### src/rtl/keypad_entry_ctrl.sv
// Keypad entry controller: turns PS/2 scan-code bytes into a 4-digit code entry and
// arms/disarms on a correct code, with a lockout after repeated failures and an idle timeout.
module keypad_entry_ctrl #(
    parameter logic [15:0] PASSWORD       = 16'h5563,
    parameter int unsigned MAX_FAILS      = 3,
    parameter int unsigned LOCK_CYCLES    = 50_000_000,
    parameter int unsigned TIMEOUT_CYCLES = 250_000_000
) (
    input  logic       clk,
    input  logic       reset,
    input  logic [7:0] ps2_data,
    input  logic       ps2_new_data,
    output logic       armed_out,
    output logic       disarmed_out,
    output logic [2:0] digit_count,
    output logic       locked_out,
    output logic       ok_pulse,
    output logic       fail_pulse
);

    localparam int unsigned FAIL_W = 3;
    localparam int unsigned LOCK_W = (LOCK_CYCLES > 1) ? $clog2(LOCK_CYCLES) : 1;
    localparam int unsigned TIME_W = (TIMEOUT_CYCLES > 1) ? $clog2(TIMEOUT_CYCLES) : 1;

    typedef enum logic [2:0] {ENTRY, BRK, EXT, EXT_BRK, CHECK, LOCK} state_t;

    state_t              state;
    logic [15:0]         code;
    logic [FAIL_W-1:0]   fail_cnt;
    logic [LOCK_W-1:0]   lock_cnt;
    logic [TIME_W-1:0]   idle_cnt;
    logic                digit_valid_c;
    logic [3:0]          digit_val_c;

    // Scan-code to BCD digit decode (main-row number keys)
    always_comb begin
        digit_valid_c = 1'b1;
        digit_val_c   = 4'd0;
        case (ps2_data)
            8'h45: digit_val_c = 4'd0;
            8'h16: digit_val_c = 4'd1;
            8'h1E: digit_val_c = 4'd2;
            8'h26: digit_val_c = 4'd3;
            8'h25: digit_val_c = 4'd4;
            8'h2E: digit_val_c = 4'd5;
            8'h36: digit_val_c = 4'd6;
            8'h3D: digit_val_c = 4'd7;
            8'h3E: digit_val_c = 4'd8;
            8'h46: digit_val_c = 4'd9;
            default: digit_valid_c = 1'b0;
        endcase
    end

    always_ff @(posedge clk) begin
        if (reset) begin
            state        <= ENTRY;
            code         <= 16'd0;
            fail_cnt     <= '0;
            lock_cnt     <= '0;
            idle_cnt     <= '0;
            armed_out    <= 1'b0;
            disarmed_out <= 1'b1;
            digit_count  <= 3'd0;
            locked_out   <= 1'b0;
            ok_pulse     <= 1'b0;
            fail_pulse   <= 1'b0;
        end else begin
            ok_pulse   <= 1'b0;
            fail_pulse <= 1'b0;
            case (state)
                CHECK: begin
                    digit_count <= 3'd0;
                    code        <= 16'd0;
                    idle_cnt    <= '0;
                    if (digit_count == 3'd4 && code == PASSWORD) begin
                        armed_out    <= ~armed_out;
                        disarmed_out <= armed_out;
                        fail_cnt     <= '0;
                        ok_pulse     <= 1'b1;
                        state        <= ENTRY;
                    end else begin
                        fail_pulse <= 1'b1;
                        if (fail_cnt == FAIL_W'(MAX_FAILS - 1)) begin
                            fail_cnt   <= '0;
                            locked_out <= 1'b1;
                            lock_cnt   <= '0;
                            state      <= LOCK;
                        end else begin
                            fail_cnt <= fail_cnt + FAIL_W'(1);
                            state    <= ENTRY;
                        end
                    end
                end
                LOCK: begin
                    if (lock_cnt == LOCK_W'(LOCK_CYCLES - 1)) begin
                        lock_cnt   <= '0;
                        locked_out <= 1'b0;
                        state      <= ENTRY;
                    end else begin
                        lock_cnt <= lock_cnt + LOCK_W'(1);
                    end
                end
                default: begin
                    if (ps2_new_data) begin
                        // Any byte restarts the idle timer and takes priority over expiry
                        idle_cnt <= '0;
                        case (state)
                            ENTRY: begin
                                if (ps2_data == 8'hF0) begin
                                    state <= BRK;
                                end else if (ps2_data == 8'hE0) begin
                                    state <= EXT;
                                end else if (ps2_data == 8'h5A) begin
                                    state <= CHECK;
                                end else if (ps2_data == 8'h66) begin
                                    if (digit_count != 3'd0) begin
                                        digit_count <= digit_count - 3'd1;
                                        code        <= {4'd0, code[15:4]};
                                    end
                                end else if (ps2_data == 8'h76) begin
                                    digit_count <= 3'd0;
                                    code        <= 16'd0;
                                end else if (digit_valid_c && digit_count != 3'd4) begin
                                    digit_count <= digit_count + 3'd1;
                                    code        <= {code[11:0], digit_val_c};
                                end
                            end
                            EXT: begin
                                if (ps2_data == 8'hF0) begin
                                    state <= EXT_BRK;
                                end else if (ps2_data == 8'h5A) begin
                                    state <= CHECK;
                                end else begin
                                    state <= ENTRY;
                                end
                            end
                            default: state <= ENTRY;
                        endcase
                    end else if (digit_count != 3'd0) begin
                        if (idle_cnt == TIME_W'(TIMEOUT_CYCLES - 1)) begin
                            idle_cnt    <= '0;
                            digit_count <= 3'd0;
                            code        <= 16'd0;
                            state       <= ENTRY;
                        end else begin
                            idle_cnt <= idle_cnt + TIME_W'(1);
                        end
                    end else begin
                        idle_cnt <= '0;
                    end
                end
            endcase
        end
    end

endmodule
### config.mk
export PLATFORM = sky130hd
export DESIGN_NAME = keypad_entry_ctrl
export DESIGN_NICKNAME = d
export VERILOG_FILES = /design/src/rtl/keypad_entry_ctrl.sv
export SDC_FILE = /design/constraint.sdc
export NUM_CORES = 1
export LEC_CHECK = 0
export CAP_MARGIN = 0
export CORE_ASPECT_RATIO = 1.2
export CORE_MARGIN = 2
export CORE_UTILIZATION = 60
export DETAILED_ROUTE_END_ITERATION = 8
export DONT_BUFFER_PORTS = 1
export GPL_ROUTABILITY_DRIVEN = 0
export GPL_TIMING_DRIVEN = 1
export HOLD_SLACK_MARGIN = 0.15
export PLACE_DENSITY = 0.82
export SYNTH_ARGS = -nofsm -noshare
export SYNTH_HDL_FRONTEND = slang
export SYNTH_SLANG_ARGS = --single-unit
export TNS_END_PERCENT = 10
### constraint.sdc
create_clock -name clk -period 3.9 [get_ports clk]
set_input_delay 1.17 -clock clk [delete_from_list [all_inputs] [get_ports clk]]
set_output_delay 1.17 -clock clk [all_outputs]
set_load 0.01 [all_outputs]
==> results.cfg <==
[placement]
place_inst = 646
portBuffers = 0
dp.final_hpwl_microns = 7790

[synthesis]
synth_edf_count = 0
syn_area_sq_um = 4710
yosysSeqAreaShare_pct = 35.7
ys_async_sr_fraction_pct = 0
ys_warn_count = 0
syn-mean-instance-area_sq_um = 8.13
syn_nets = 595
yosys_most_used_dff = dfxtp_1
synth_seq_cells = 84
syn_inst = 579
synth.distinct_cells = 78

[power]
p_leak_nw = 1.57
power.internal_w = 0.00136
powerDensity_nw_per_um2 = 357
power_w = 0.00177
pwr-share-clk_pct = 41.5
switching_share_pct = 23.3
combPwrFrac_pct = 7.7
seqPwrFrac_pct = 50.8
switching_power_w = 0.000413
peakVddDrop_uv = 264

[clock_tree]
hold_buffers = 0
post_cts_buffers = 0
cts_root_buffer = clkbuf_8
cts_buffers = 9
cts_tree = yes
ctsResizeCount = 0
cts_htree_levels = 3
cts_sinks = 84
clk_latency_ns = 0.36
clk_pin_slew_ns = 0.08
clockBufferDepth = 2

[finish]
layout_commonest_cell = dfxtp_1
n_antenna_cell = 0
drive_above_1_share_pct = 7.02
finalNonFillerCells = 662
final_cell_mix = dfxtp_1 (84), nor2_1 (68), nand2_1 (43), nor3_1 (42), a21oi_1 (34)
final_nets = 581
areaGrowthSynthToFinish_pct = 5.26

[status]
status = completed

[worst_setup_path]
startpoint_type = primary input
cp-end-kind = register
cp_data_arrival_time_ns = 3.07
worst-setup-path-type = primary input to register
cp.required_ns = 4.15
path_max_fanout = 13

[sta]
fmax_mhz = 354
min_period_ns = 2.82
hold_violations = 0
worst_slew_pin_slew_ns = 0.980
whs_ns = 0.476
rsz0062_at_grt = false
report.final.slew_viol_count = 0
setup_tns_ns = 0
finalCritPeriodShare_pct = 72.4
final-setup-viol-count = 0
fin_skew_ns = 0.0122
max_slew_margin_pct = 34.3

[floorplan]
dieWidth_microns = 84.9
pin_count = 19
start_util_pct = 61.5
die_h_microns = 101
row_count = 35
die-area_sq_um = 8580
core_sq_um = 7660

[global_route]
grt_pass1_vias = 4130
antenna_found_initial = 0
grtUsageTotal_pct = 26.9
grt_pass1_wl_microns = 18900
grt_max_degree = 65
overflow = 0

[detailed_routing]
vias = 4438
drtAntennaViolNets = 0
wl_per_cell_microns = 17.0
drtIter0Drc = 350
routed_wl_microns = 11200
dr.pass1.iters = 5
drc = 0
routed_via_density = 6.70

[flow_run]
maxCapViolCount = 0

[worst_hold_path]
min_path_type = register to register
-- area by class of cell --
class | instances | area (sq um)
clock buffer | 12 | 135
timing repair buffer | 9 | 67.6
clock inverter | 4 | 97.6
fill | 650 | 2710
sequential | 84 | 1680
inverter | 11 | 41.3
multi-input combinational | 450 | 2820
tap | 92 | 115
-- synth_stat cells (9+ instances only) --
master	n	area share, %
nor2b_1	9	1.2
a21oi_1	34	3.6
dfxtp_1	84	36
nor4_1	12	1.6
nor3_1	42	4.5
o21ai_0	19	2.0
inv_1	10	0.80
nor2_1	68	5.4
clkbuf_1	21	1.7
nand3_1	28	3.0
nand2_1	43	3.4
a311oi_1	17	3.2
xnor2_1	18	3.3
nand4_1	13	1.7
-- critical path, cell delays in order --
cell,delay [ns]
nor2b_1,0.26
nand3_1,0.21
o31a_1,0.33
o21ai_1,0.45
nand2_1,0.34
o31ai_1,0.30
-- metal layers --
layer / share of wire, % / GRT usage (%) / vias up
met2: 51 / 47.7 / 115
met5: 0 / 0 / -
met1: 42 / 31.9 / 2139
met4: 1.8 / 10.6 / 0
li1: - / - / 2161
met3: 4.7 / 5.16 / 23
-- cell families (layout without fill, tap and decap cells) --
| logic type | after synthesis | after routing | share of synthesized area (%) |
|---|---|---|---|
| AND/OR/NAND/NOR | 279 | 279 | 31.5 |
| AO/OA/AOI/OAI | 142 | 142 | 22.4 |
| flip-flops | 84 | 84 | 35.7 |
| buffers and inverters | 45 | 36 | 4.44 |
| XOR/XNOR | 19 | 19 | 3.53 |
| adder cells (fa/ha/maj) | 5 | 5 | 1.33 |
| multiplexers | 5 | 5 | 1.09 |
-- final timing paths --
path	startpoint	slack (ns)	cells past startpoint	to
worst max-delay path	ps2_data[5]	1.08	6	digit_count[0]$_SDFFE_PP0P_
worst min-delay path	idle_cnt[6]$_SDFFE_PP0N_	0.48	1	idle_cnt[6]$_SDFFE_PP0N_
worst max register to register	idle_cnt[0]$_SDFFE_PP0N_	1.15	7	idle_cnt[11]$_SDFFE_PP0N_
worst min register to register	idle_cnt[6]$_SDFFE_PP0N_	0.48	1	idle_cnt[6]$_SDFFE_PP0N_
-- state kept, by name, indices dropped and copies added (netlist names) --
| signal | flops |
|---|---|
| idle_cnt | 28 |
| lock_cnt | 26 |
| code | 16 |
| digit_count | 3 |
| fail_cnt | 3 |
| state | 3 |
| armed_out | 1 |
| disarmed_out | 1 |
| fail_pulse | 1 |
| locked_out | 1 |
| ok_pulse | 1 |
-- power by group through the flow --
stage,logic (W),registers [W],clock network (W)
after detailed placement,0.000135,0.000918,0
after CTS,0.000135,0.000898,0.000749
after global routing,0.000152,0.000901,0.000777
after floorplan,0.000124,0.000909,0
final,0.000136,0.000899,0.000736
after global placement,0.000130,0.000918,0
-- metrics by stage --
| stage | cell area [sq um] | utilization, % | worst slack [ns] |
|---|---|---|---|
| after floorplan | 4710 | - | 1.02 |
| after global placement | 4720 | 61.6 | 0.847 |
| after detailed placement | 4720 | 61.6 | 0.777 |
| after CTS | 4960 | 64.7 | 1.10 |
| after global routing | 4960 | 64.7 | 0.825 |
| final | 4960 | 64.7 | 1.08 |
(Power assumes the default switching activity.)
